$ cat config.mk
export PLATFORM = sky130hd
export DESIGN_NAME = icache_axi_line_fetch
export DESIGN_NICKNAME = d
export VERILOG_FILES = /design/src/rtl/icache_axi_pkg.sv /design/src/rtl/icache_axi_line_fetch_line_assembler.sv /design/src/rtl/icache_axi_line_fetch.sv
export SDC_FILE = /design/constraint.sdc
export NUM_CORES = 1
export LEC_CHECK = 0
export ABC_AREA = 1
export CAP_MARGIN = 0
export CORE_UTILIZATION = 40
export CTS_BUF_LIST = sky130_fd_sc_hd__clkbuf_2 sky130_fd_sc_hd__clkbuf_4 sky130_fd_sc_hd__clkbuf_8
export DETAILED_ROUTE_END_ITERATION = 16
export HOLD_SLACK_MARGIN = 0.06
export PLACE_DENSITY = 0.73
export SYNTH_ARGS = -nofsm -noshare
export SYNTH_HDL_FRONTEND = slang
export SYNTH_SLANG_ARGS = --single-unit
$ cat constraint.sdc
create_clock -name clk -period 2.3 [get_ports clk]
set_input_delay 0.46 -clock clk [delete_from_list [all_inputs] [get_ports clk]]
set_output_delay 0.46 -clock clk [all_outputs]
set_load 0.05 [all_outputs]
$ cat src/rtl/icache_axi_pkg.sv
// Shared definitions for the icache line-fill AXI4 read master.
//   - One-hot FSM state encodings (IDLE, AR, R, RESP)
//   - AXI4 field constants used on the AR channel and for RRESP decoding
//   - Default line size and a helper that line-aligns a fill address
package icache_axi_pkg;

    localparam int DEFAULT_LINE_WORDS = 8;

    localparam logic [2:0] AXI_SIZE_4B    = 3'b010;
    localparam logic [1:0] AXI_BURST_INCR = 2'b01;
    localparam logic [1:0] AXI_RESP_OKAY  = 2'b00;

    localparam logic [3:0] ST_IDLE = 4'b0001;
    localparam logic [3:0] ST_AR   = 4'b0010;
    localparam logic [3:0] ST_R    = 4'b0100;
    localparam logic [3:0] ST_RESP = 4'b1000;

    // Clears the byte-offset-within-line bits of a fill address.
    function automatic logic [31:0] line_align(input logic [31:0] addr, input int line_words);
        logic [31:0] line_bytes;
        line_bytes = 32'(line_words * 4);
        return addr & ~(line_bytes - 32'd1);
    endfunction

endpackage

$ cat src/rtl/icache_axi_line_fetch_line_assembler.sv
// Collects the beats of one read burst into a full cache line.
// Ports:
//   clk, reset  - clock and synchronous active-high reset (clears counter and line)
//   clear       - restart at word 0 for a new burst (line contents are kept)
//   beat_we     - an accepted R beat: store rdata at the current word, advance
//   rdata       - 32-bit beat data
//   line        - assembled line, word i at [32i+31:32i]
//   last_beat   - the counter points at the final word of the line
module line_assembler #(
    parameter int LINE_WORDS = 8
) (
    input  logic                       clk,
    input  logic                       reset,
    input  logic                       clear,
    input  logic                       beat_we,
    input  logic [31:0]                rdata,
    output logic [LINE_WORDS*32-1:0]   line,
    output logic                       last_beat
);

    localparam int CW = $clog2(LINE_WORDS);
    localparam logic [CW-1:0] LAST_IDX = CW'(LINE_WORDS - 1);

    logic [CW-1:0]                 cnt;
    logic [LINE_WORDS-1:0][31:0]   words;

    // The counter wraps to zero on the final beat, which is also the beat
    // that takes the FSM out of R, so no explicit terminal handling is needed.
    always_ff @(posedge clk) begin
        if (reset) begin
            cnt   <= '0;
            words <= '0;
        end else if (clear) begin
            cnt <= '0;
        end else if (beat_we) begin
            words[cnt] <= rdata;
            cnt        <= cnt + CW'(1);
        end
    end

    assign line      = words;
    assign last_beat = (cnt == LAST_IDX);

endmodule

$ cat src/rtl/icache_axi_line_fetch.sv
// Icache miss-path line fetcher: turns one line-fill request into a single
// AXI4 INCR read burst and returns the assembled line with a one-cycle pulse.
// Ports:
//   clk, reset                      - clock, synchronous active-high reset
//   icache_mem_read_request/_addr   - fill request and address (offset bits ignored)
//   mem_ready_to_read               - idle, a request would be accepted
//   mem_read_addr_ok                - request accepted this cycle
//   mem_return_en/_data/_err        - line return pulse, line data, error status
//   arid..arvalid, arready          - AXI read address channel
//   rid..rvalid, rready             - AXI read data channel
module icache_axi_line_fetch
    import icache_axi_pkg::*;
#(
    parameter int         LINE_WORDS = DEFAULT_LINE_WORDS,
    parameter logic [3:0] AXI_ID     = 4'd0
) (
    input  logic                       clk,
    input  logic                       reset,
    input  logic                       icache_mem_read_request,
    input  logic [31:0]                icache_mem_read_addr,
    output logic                       mem_ready_to_read,
    output logic                       mem_read_addr_ok,
    output logic                       mem_return_en,
    output logic [LINE_WORDS*32-1:0]   mem_return_data,
    output logic                       mem_return_err,
    output logic [3:0]                 arid,
    output logic [31:0]                araddr,
    output logic [7:0]                 arlen,
    output logic [2:0]                 arsize,
    output logic [1:0]                 arburst,
    output logic                       arvalid,
    input  logic                       arready,
    input  logic [3:0]                 rid,
    input  logic [31:0]                rdata,
    input  logic [1:0]                 rresp,
    input  logic                       rlast,
    input  logic                       rvalid,
    output logic                       rready
);

    logic [3:0]  state;
    logic [3:0]  state_next;
    logic [31:0] ar_addr;
    logic        err_flag;
    logic        accept;
    logic        beat_fire;
    logic        last_beat;
    logic        unused_rid;

    // Single ID, in-order responses: rid carries no information here.
    assign unused_rid = ^rid;

    assign accept    = (state == ST_IDLE) && icache_mem_read_request;
    assign beat_fire = (state == ST_R) && rvalid;

    always_comb begin
        state_next = state;
        case (state)
            ST_IDLE: if (icache_mem_read_request) state_next = ST_AR;
            ST_AR:   if (arready)                 state_next = ST_R;
            // Completion follows the beat count; a misplaced rlast only flags an error.
            ST_R:    if (rvalid && last_beat)     state_next = ST_RESP;
            ST_RESP:                              state_next = ST_IDLE;
            default:                              state_next = ST_IDLE;
        endcase
    end

    always_ff @(posedge clk) begin
        if (reset) begin
            state    <= ST_IDLE;
            ar_addr  <= '0;
            err_flag <= 1'b0;
        end else begin
            state <= state_next;
            if (accept) begin
                ar_addr  <= line_align(icache_mem_read_addr, LINE_WORDS);
                err_flag <= 1'b0;
            end else if (beat_fire && ((rresp != AXI_RESP_OKAY) || (rlast != last_beat))) begin
                err_flag <= 1'b1;
            end
        end
    end

    line_assembler #(
        .LINE_WORDS (LINE_WORDS)
    ) u_line_assembler (
        .clk       (clk),
        .reset     (reset),
        .clear     (accept),
        .beat_we   (beat_fire),
        .rdata     (rdata),
        .line      (mem_return_data),
        .last_beat (last_beat)
    );

    assign mem_ready_to_read = (state == ST_IDLE);
    assign mem_read_addr_ok  = accept;
    assign mem_return_en     = (state == ST_RESP);
    assign mem_return_err    = (state == ST_RESP) && err_flag;

    // AR fields come from registers/constants, so they stay stable while arvalid waits.
    assign arvalid = (state == ST_AR);
    assign arid    = AXI_ID;
    assign araddr  = ar_addr;
    assign arlen   = 8'(LINE_WORDS - 1);
    assign arsize  = AXI_SIZE_4B;
    assign arburst = AXI_BURST_INCR;
    assign rready  = (state == ST_R);

endmodule

* After elaboration in Yosys (flattened, before gate mapping)
Cells that the tools add are included. Widths: inputs -> output; s select.
Storage, ports and cells: bits in registers 291, latch bits 0, RAM bits 0, ROM bits 0, input bits 76, output and inout port bits 311, word-level logic and storage cells 43, memories kept 0
Cells by class: add/sub/neg operators 1, multipliers 0, divide/modulo/power cells 0, magnitude comparators 2, eq/ne operators 9, shift operators 0, mux-type cells 7, bitwise gates (word level) 1, reduce and logical (&&, ||, !) cells 11
Operators by type and width (count):
- $bwmux 256 | 1
- $demux 32 s3 | 1
- $mux 32 | 1
- $mux 4 | 3
- $pmux 4 s3 | 1
- $logic_and 1x1->1 | 6
- $eq 4x1->1 const B | 1
- $eq 4x2->1 const B | 1
- $eq 4x3->1 const B | 1
- $eq 4x4->1 const B | 1
- $lt 3x4->1 const B | 1
- $ne 2x1->1 const B | 2
- $add 3x1->3 const B | 1
- $eq 3x3->1 const B | 1
- $ge 3x1->1 const B | 1
- $reduce_and 3->1 | 1
- $ne 2x2->1 const B | 1
- $reduce_and 2->1 | 1
- $reduce_bool 2->1 | 1
- $reduce_or 2->1 | 1
- $logic_or 1x1->1 | 1
- $ne 1x1->1 | 1
- $not 1->1 | 1

* Depth between registers and ports, before layout
word-level depth 5, depth in mapped cells 8, depth with buffers taken out 7

* Cells and area by module
Synthesis repeated with hierarchy kept, for this count alone.
Unflattened totals: cells, all modules 1632, area, all modules 11319.6 um^2
By module, submodules not included:
- line_assembler | times used 1, cells each 1441, area an instance 9904.5 um^2, sequential area each 5185.0 um^2
- icache_axi_line_fetch | times used 1, cells each 191, area an instance 1415.1 um^2, sequential area each 640.6 um^2

* Worst setup path before layout
No wires, ideal clock.
path kind register to output, start register state[0], end output port mem_return_err, arrival 1.911 ns, data required time 1.840 ns, path slack -0.071 ns, cell stages (with the launch flop) 4, path buffers 0, cells stage by stage dfxtp_1 inv_1 nand2_1 nor4_1
On the way: word-level cells in the longest chain between the ends 2
Ends and longest elaborated chain:
- start, declared | line icache_axi_line_fetch.sv:41 | logic [3:0] state;
- start signal, assigned | line icache_axi_line_fetch.sv:74 | state <= state_next;
- $eq 4x4->1 | line icache_axi_line_fetch.sv:99 | assign mem_return_err = (state == ST_RESP) && err_flag;
- $logic_and 1x1->1 | line icache_axi_line_fetch.sv:99
- end, declared | line icache_axi_line_fetch.sv:25 | output logic mem_return_err,
Every way passes these cells.

* Worst setup path after layout
start register u_line_assembler.words (netlist bit u_line_assembler.line[125]), end output port mem_return_data[125]
RTL lines:
- start, declared | line icache_axi_line_fetch_line_assembler.sv:25 | logic [LINE_WORDS-1:0][31:0] words;
- start signal, assigned by index | line icache_axi_line_fetch_line_assembler.sv:36 | words[cnt] <= rdata;
- end, declared | line icache_axi_line_fetch.sv:24 | output logic [LINE_WORDS*32-1:0] mem_return_data,
No word-level cell between the ends.

==> impl_table.tex <==
\begin{tabular}{lr}
\hline
Metric & Value \\
\hline
\multicolumn{2}{l}{\textbf{Run status}} \\
\quad Outcome & finished, final reports clean \\
\multicolumn{2}{l}{\textbf{Synth}} \\
\quad Netlist area before placement & 10,900 µm² \\
\quad Number of standard cells after synthesis & 1,386 \\
\quad Post-synthesis async set-or-reset flop share & 0 \\
\quad Post-synthesis average cell area & 7.84 µm² \\
\quad Synthesis-stage register bit count & 291 \\
\quad Portion of the post-synthesis area used by sequential elements & 0.536 \\
\quad Most instantiated flip-flop cell in the synthesis netlist & sky130\_fd\_sc\_hd\_\_dfxtp\_1 \\
\quad Count of synthesis-stage warnings from yosys & 0 \\
\quad Number of different library cells in the post-synthesis netlist & 21 \\
\quad Number of flops mapped to enable cells by yosys & 0 \\
\multicolumn{2}{l}{\textbf{Pwr}} \\
\quad Power, Total & 11.2 mW \\
\quad Flop pwr share & 0.459 \\
\quad Clock power frac & 0.434 \\
\quad Maximum ir drop on the vdd rail & 0.406 mV \\
\quad Power density of the placed cells & 726 nW/µm² \\
\quad Net switching power figure & 2.90 mW \\
\quad Logic gate share of total power & 0.106 \\
\quad Static Leak & 5.77 nW \\
\quad Switching part of the total & 0.258 \\
\quad Int Pwr & 8.35 mW \\
\multicolumn{2}{l}{\textbf{Routing}} \\
\quad Average wire per cell in the routed design & 18.4 µm \\
\quad Via count & 10.7k \\
\quad Overall routed net length & 37,600 µm \\
\quad DRC errors left & 0 \\
\quad DRC marker count from the first detailed-route iteration & 755 \\
\quad Routed via count divided by cell count & 5.26 \\
\quad Total iterations of the first detailed-routing run & 7 \\
\quad Remaining number of nets flagged by the antenna check after routing & 0 \\
\multicolumn{2}{l}{\textbf{Place}} \\
\quad IO buf count & 355 \\
\quad Post-DP HPWL & 24,900 µm \\
\quad Final weighted congestion in routability-driven placement & 0.812 \\
\multicolumn{2}{l}{\textbf{STA}} \\
\quad Final clock period utilization by the worst path & 0.971 \\
\quad Maximum frequency from static timing analysis & 448 MHz \\
\quad Count of endpoints failing hold in the final timing report & 0 \\
\quad Shortest period the worst path allows & 2230 ps \\
\quad Final setup violation count & 0 \\
\quad Transition time of the tightest slew-check pin & 825 ps \\
\quad Final TNS setup & 0 ps \\
\quad RSZ-0062 raised after global routing & no \\
\quad Final count of pins violating max slew & 0 \\
\quad Relative slew slack & 0.448 \\
\quad Clock skew & 21.3 ps \\
\multicolumn{2}{l}{\textbf{Cells and area}} \\
\quad Most frequent cells in the layout & sky130\_fd\_sc\_hd\_\_clkdlybuf4s50\_1, sky130\_fd\_sc\_hd\_\_dfxtp\_1, sky130\_fd\_sc\_hd\_\_nor2\_1, sky130\_fd\_sc\_hd\_\_nor3\_1, sky130\_fd\_sc\_hd\_\_o21ai\_0 \\
\quad Proportion of layout cells with a drive suffix above 1 & 0.0814 \\
\quad Most common cell after layout, fill and taps aside & sky130\_fd\_sc\_hd\_\_clkdlybuf4s50\_1 \\
\quad Register Area & 5830 µm² \\
\quad Diode insertion count for antenna repair & 0 \\
\quad Number of filler instances in the final layout & 2,311 \\
\quad Number of nets in the final layout & 1,749 \\
\quad Area of the multi-input gates & 4300 µm² \\
\quad Fin util & 0.588 \\
\quad Area grow syn2layout & 42.7\% \\
\multicolumn{2}{l}{\textbf{Floorplanning}} \\
\quad Height of the die & 167 µm \\
\quad Die area & 27,800 µm² \\
\quad Row count & 59 \\
\quad Core Area & 26,400 µm² \\
\quad Initial Util & 0.412 \\
\quad Number of placed I/O pins & 387 \\
\quad Die width & 167 µm \\
\multicolumn{2}{l}{\textbf{Setup path}} \\
\quad Max stage delay on crit path & 890 ps \\
\quad Buf+Inv Stages, Crit Path & 1 \\
\quad Critical path endpoint category & output pin \\
\quad Slowest stage cell, crit path & sky130\_fd\_sc\_hd\_\_clkdlybuf4s50\_1 \\
\quad CP arrival & 1770 ps \\
\quad Cell breakdown of the critical path & clkdlybuf4s50\_1 \\
\quad Crit-path max FO & 2 \\
\quad Worst endpoint required time & 1840 ps \\
\quad Critical path type & register to output pin \\
\quad Element type at the critical path start & register \\
\quad Category of cells accounting for the largest share of critical-path delay & buffers and inverters \\
\multicolumn{2}{l}{\textbf{CTS}} \\
\quad CTS sink cnt & 291 \\
\quad Number of buffers inserted by hold repair at cts & 0 \\
\quad Post-cts sizing count & 0 \\
\quad Clock slew at reported path FFs & 60 ps \\
\quad H-tree lvl count & 2 \\
\quad Post-CTS setup buffer count & 0 \\
\quad Number of buffers created by CTS & 48 \\
\quad Longest Clk Path Bufs & 3 \\
\quad Clock tree from TritonCTS & yes \\
\quad CTS root buffer & sky130\_fd\_sc\_hd\_\_clkbuf\_8 \\
\quad Worst-skew pair later-pin latency & 560 ps \\
\multicolumn{2}{l}{\textbf{Global routing}} \\
\quad Vias in the first global route & 10.2k \\
\quad Global-route wire length before repair & 58,300 µm \\
\quad Maximum number of pins on one net before global-route repair & 112 \\
\quad Initial antenna violation count & 0 \\
\quad GR Overflow Total & 0 \\
\quad Overall routing resource usage & 0.263 \\
\multicolumn{2}{l}{\textbf{Job}} \\
\quad Max-cap violations & 0 \\
\multicolumn{2}{l}{\textbf{Hold path}} \\
\quad Min-Delay Path Class & input port to register \\
\hline
\end{tabular}
per-stage QoR:
stage / instances / cell area (µm²) / setup slack (ps) / hold slack [ps]
2_1_floorplan: 1406 / 10900 / 318 / 454
3_3_place_gp: 1956 / 14400 / 3.69 / 447
3_5_place_dp: 1956 / 14400 / -48.2 / 451
4_1_cts: 2043 / 15500 / 47.1 / 323
5_1_grt: 2043 / 15500 / 14.2 / 350
6_report: 2043 / 15500 / 66.2 / 355
cell type report:
| type | count | share of cell area |
|---|---|---|
| clock buffer | 84 | 0.0657 |
| clock inverter | 3 | 0.00283 |
| inverter | 18 | 0.00468 |
| multi-input combinational | 932 | 0.277 |
| sequential | 291 | 0.376 |
| tap | 335 | 0.0270 |
| timing repair buffer | 380 | 0.247 |
path summary, 6_finish.rpt:
check                                           startpoint  cells after the start  slack (ps)                    endpoint
worst max-delay path            u_line_assembler.line[125]                      1          70        mem_return_data[125]
worst min-delay path                                 reset                      4         350  u_line_assembler.line[191]
worst max register to register                    state[2]                      7         350  u_line_assembler.line[152]
worst min register to register   u_line_assembler.line[22]                      2         460   u_line_assembler.line[22]
flip-flops by register name, summed over array words and instances (netlist names):
| name | flops |
|---|---|
| err_flag | 1 |
| u_line_assembler.line | 256 |
| araddr | 27 |
| state | 4 |
| u_line_assembler.cnt | 3 |
power by group through the flow:
stage	combinational, mW	sequential (mW)	clock, mW
floorplan	0.545	5.51	0
global placement	1.18	5.27	0
CTS	1.19	5.16	4.99
finish	1.19	5.16	4.89
detailed placement	1.19	5.27	0
global route	1.26	5.17	5.24
cells in the mapped netlist (15+ instances only):
library cell,number,share of area
sky130_fd_sc_hd__buf_4,23,0.016
sky130_fd_sc_hd__nand2_1,134,0.046
sky130_fd_sc_hd__nor3_1,226,0.10
sky130_fd_sc_hd__nand3_1,16,0.0074
sky130_fd_sc_hd__clkbuf_1,83,0.029
sky130_fd_sc_hd__buf_2,53,0.024
sky130_fd_sc_hd__o21ai_1,39,0.018
sky130_fd_sc_hd__dfxtp_1,291,0.54
sky130_fd_sc_hd__a21oi_1,65,0.030
sky130_fd_sc_hd__inv_1,15,0.0052
sky130_fd_sc_hd__nor2_1,232,0.080
sky130_fd_sc_hd__o21ai_0,186,0.086
layer usage:
metal	GRT usage	part of all wire	wire length, µm
met1	0.330	0.41	15200
met2	0.426	0.46	17300
met3	0.0782	0.10	3770
met4	0.0970	0.032	1200
met5	0	0	0
cells by family (layout without fill, tap and decap cells):
| kind of cell | after synthesis | count (layout) | share of synthesized area |
|---|---|---|---|
| other | 2 | 22 | 0.000691 |
| buffers and inverters | 183 | 485 | 0.0801 |
| AND/OR/NAND/NOR | 618 | 618 | 0.247 |
| AO/OA/AOI/OAI | 290 | 290 | 0.134 |
| adder cells (fa/ha/maj) | 2 | 2 | 0.00230 |
| flip-flops | 291 | 291 | 0.536 |
Power figures use the tool's default switching activity.
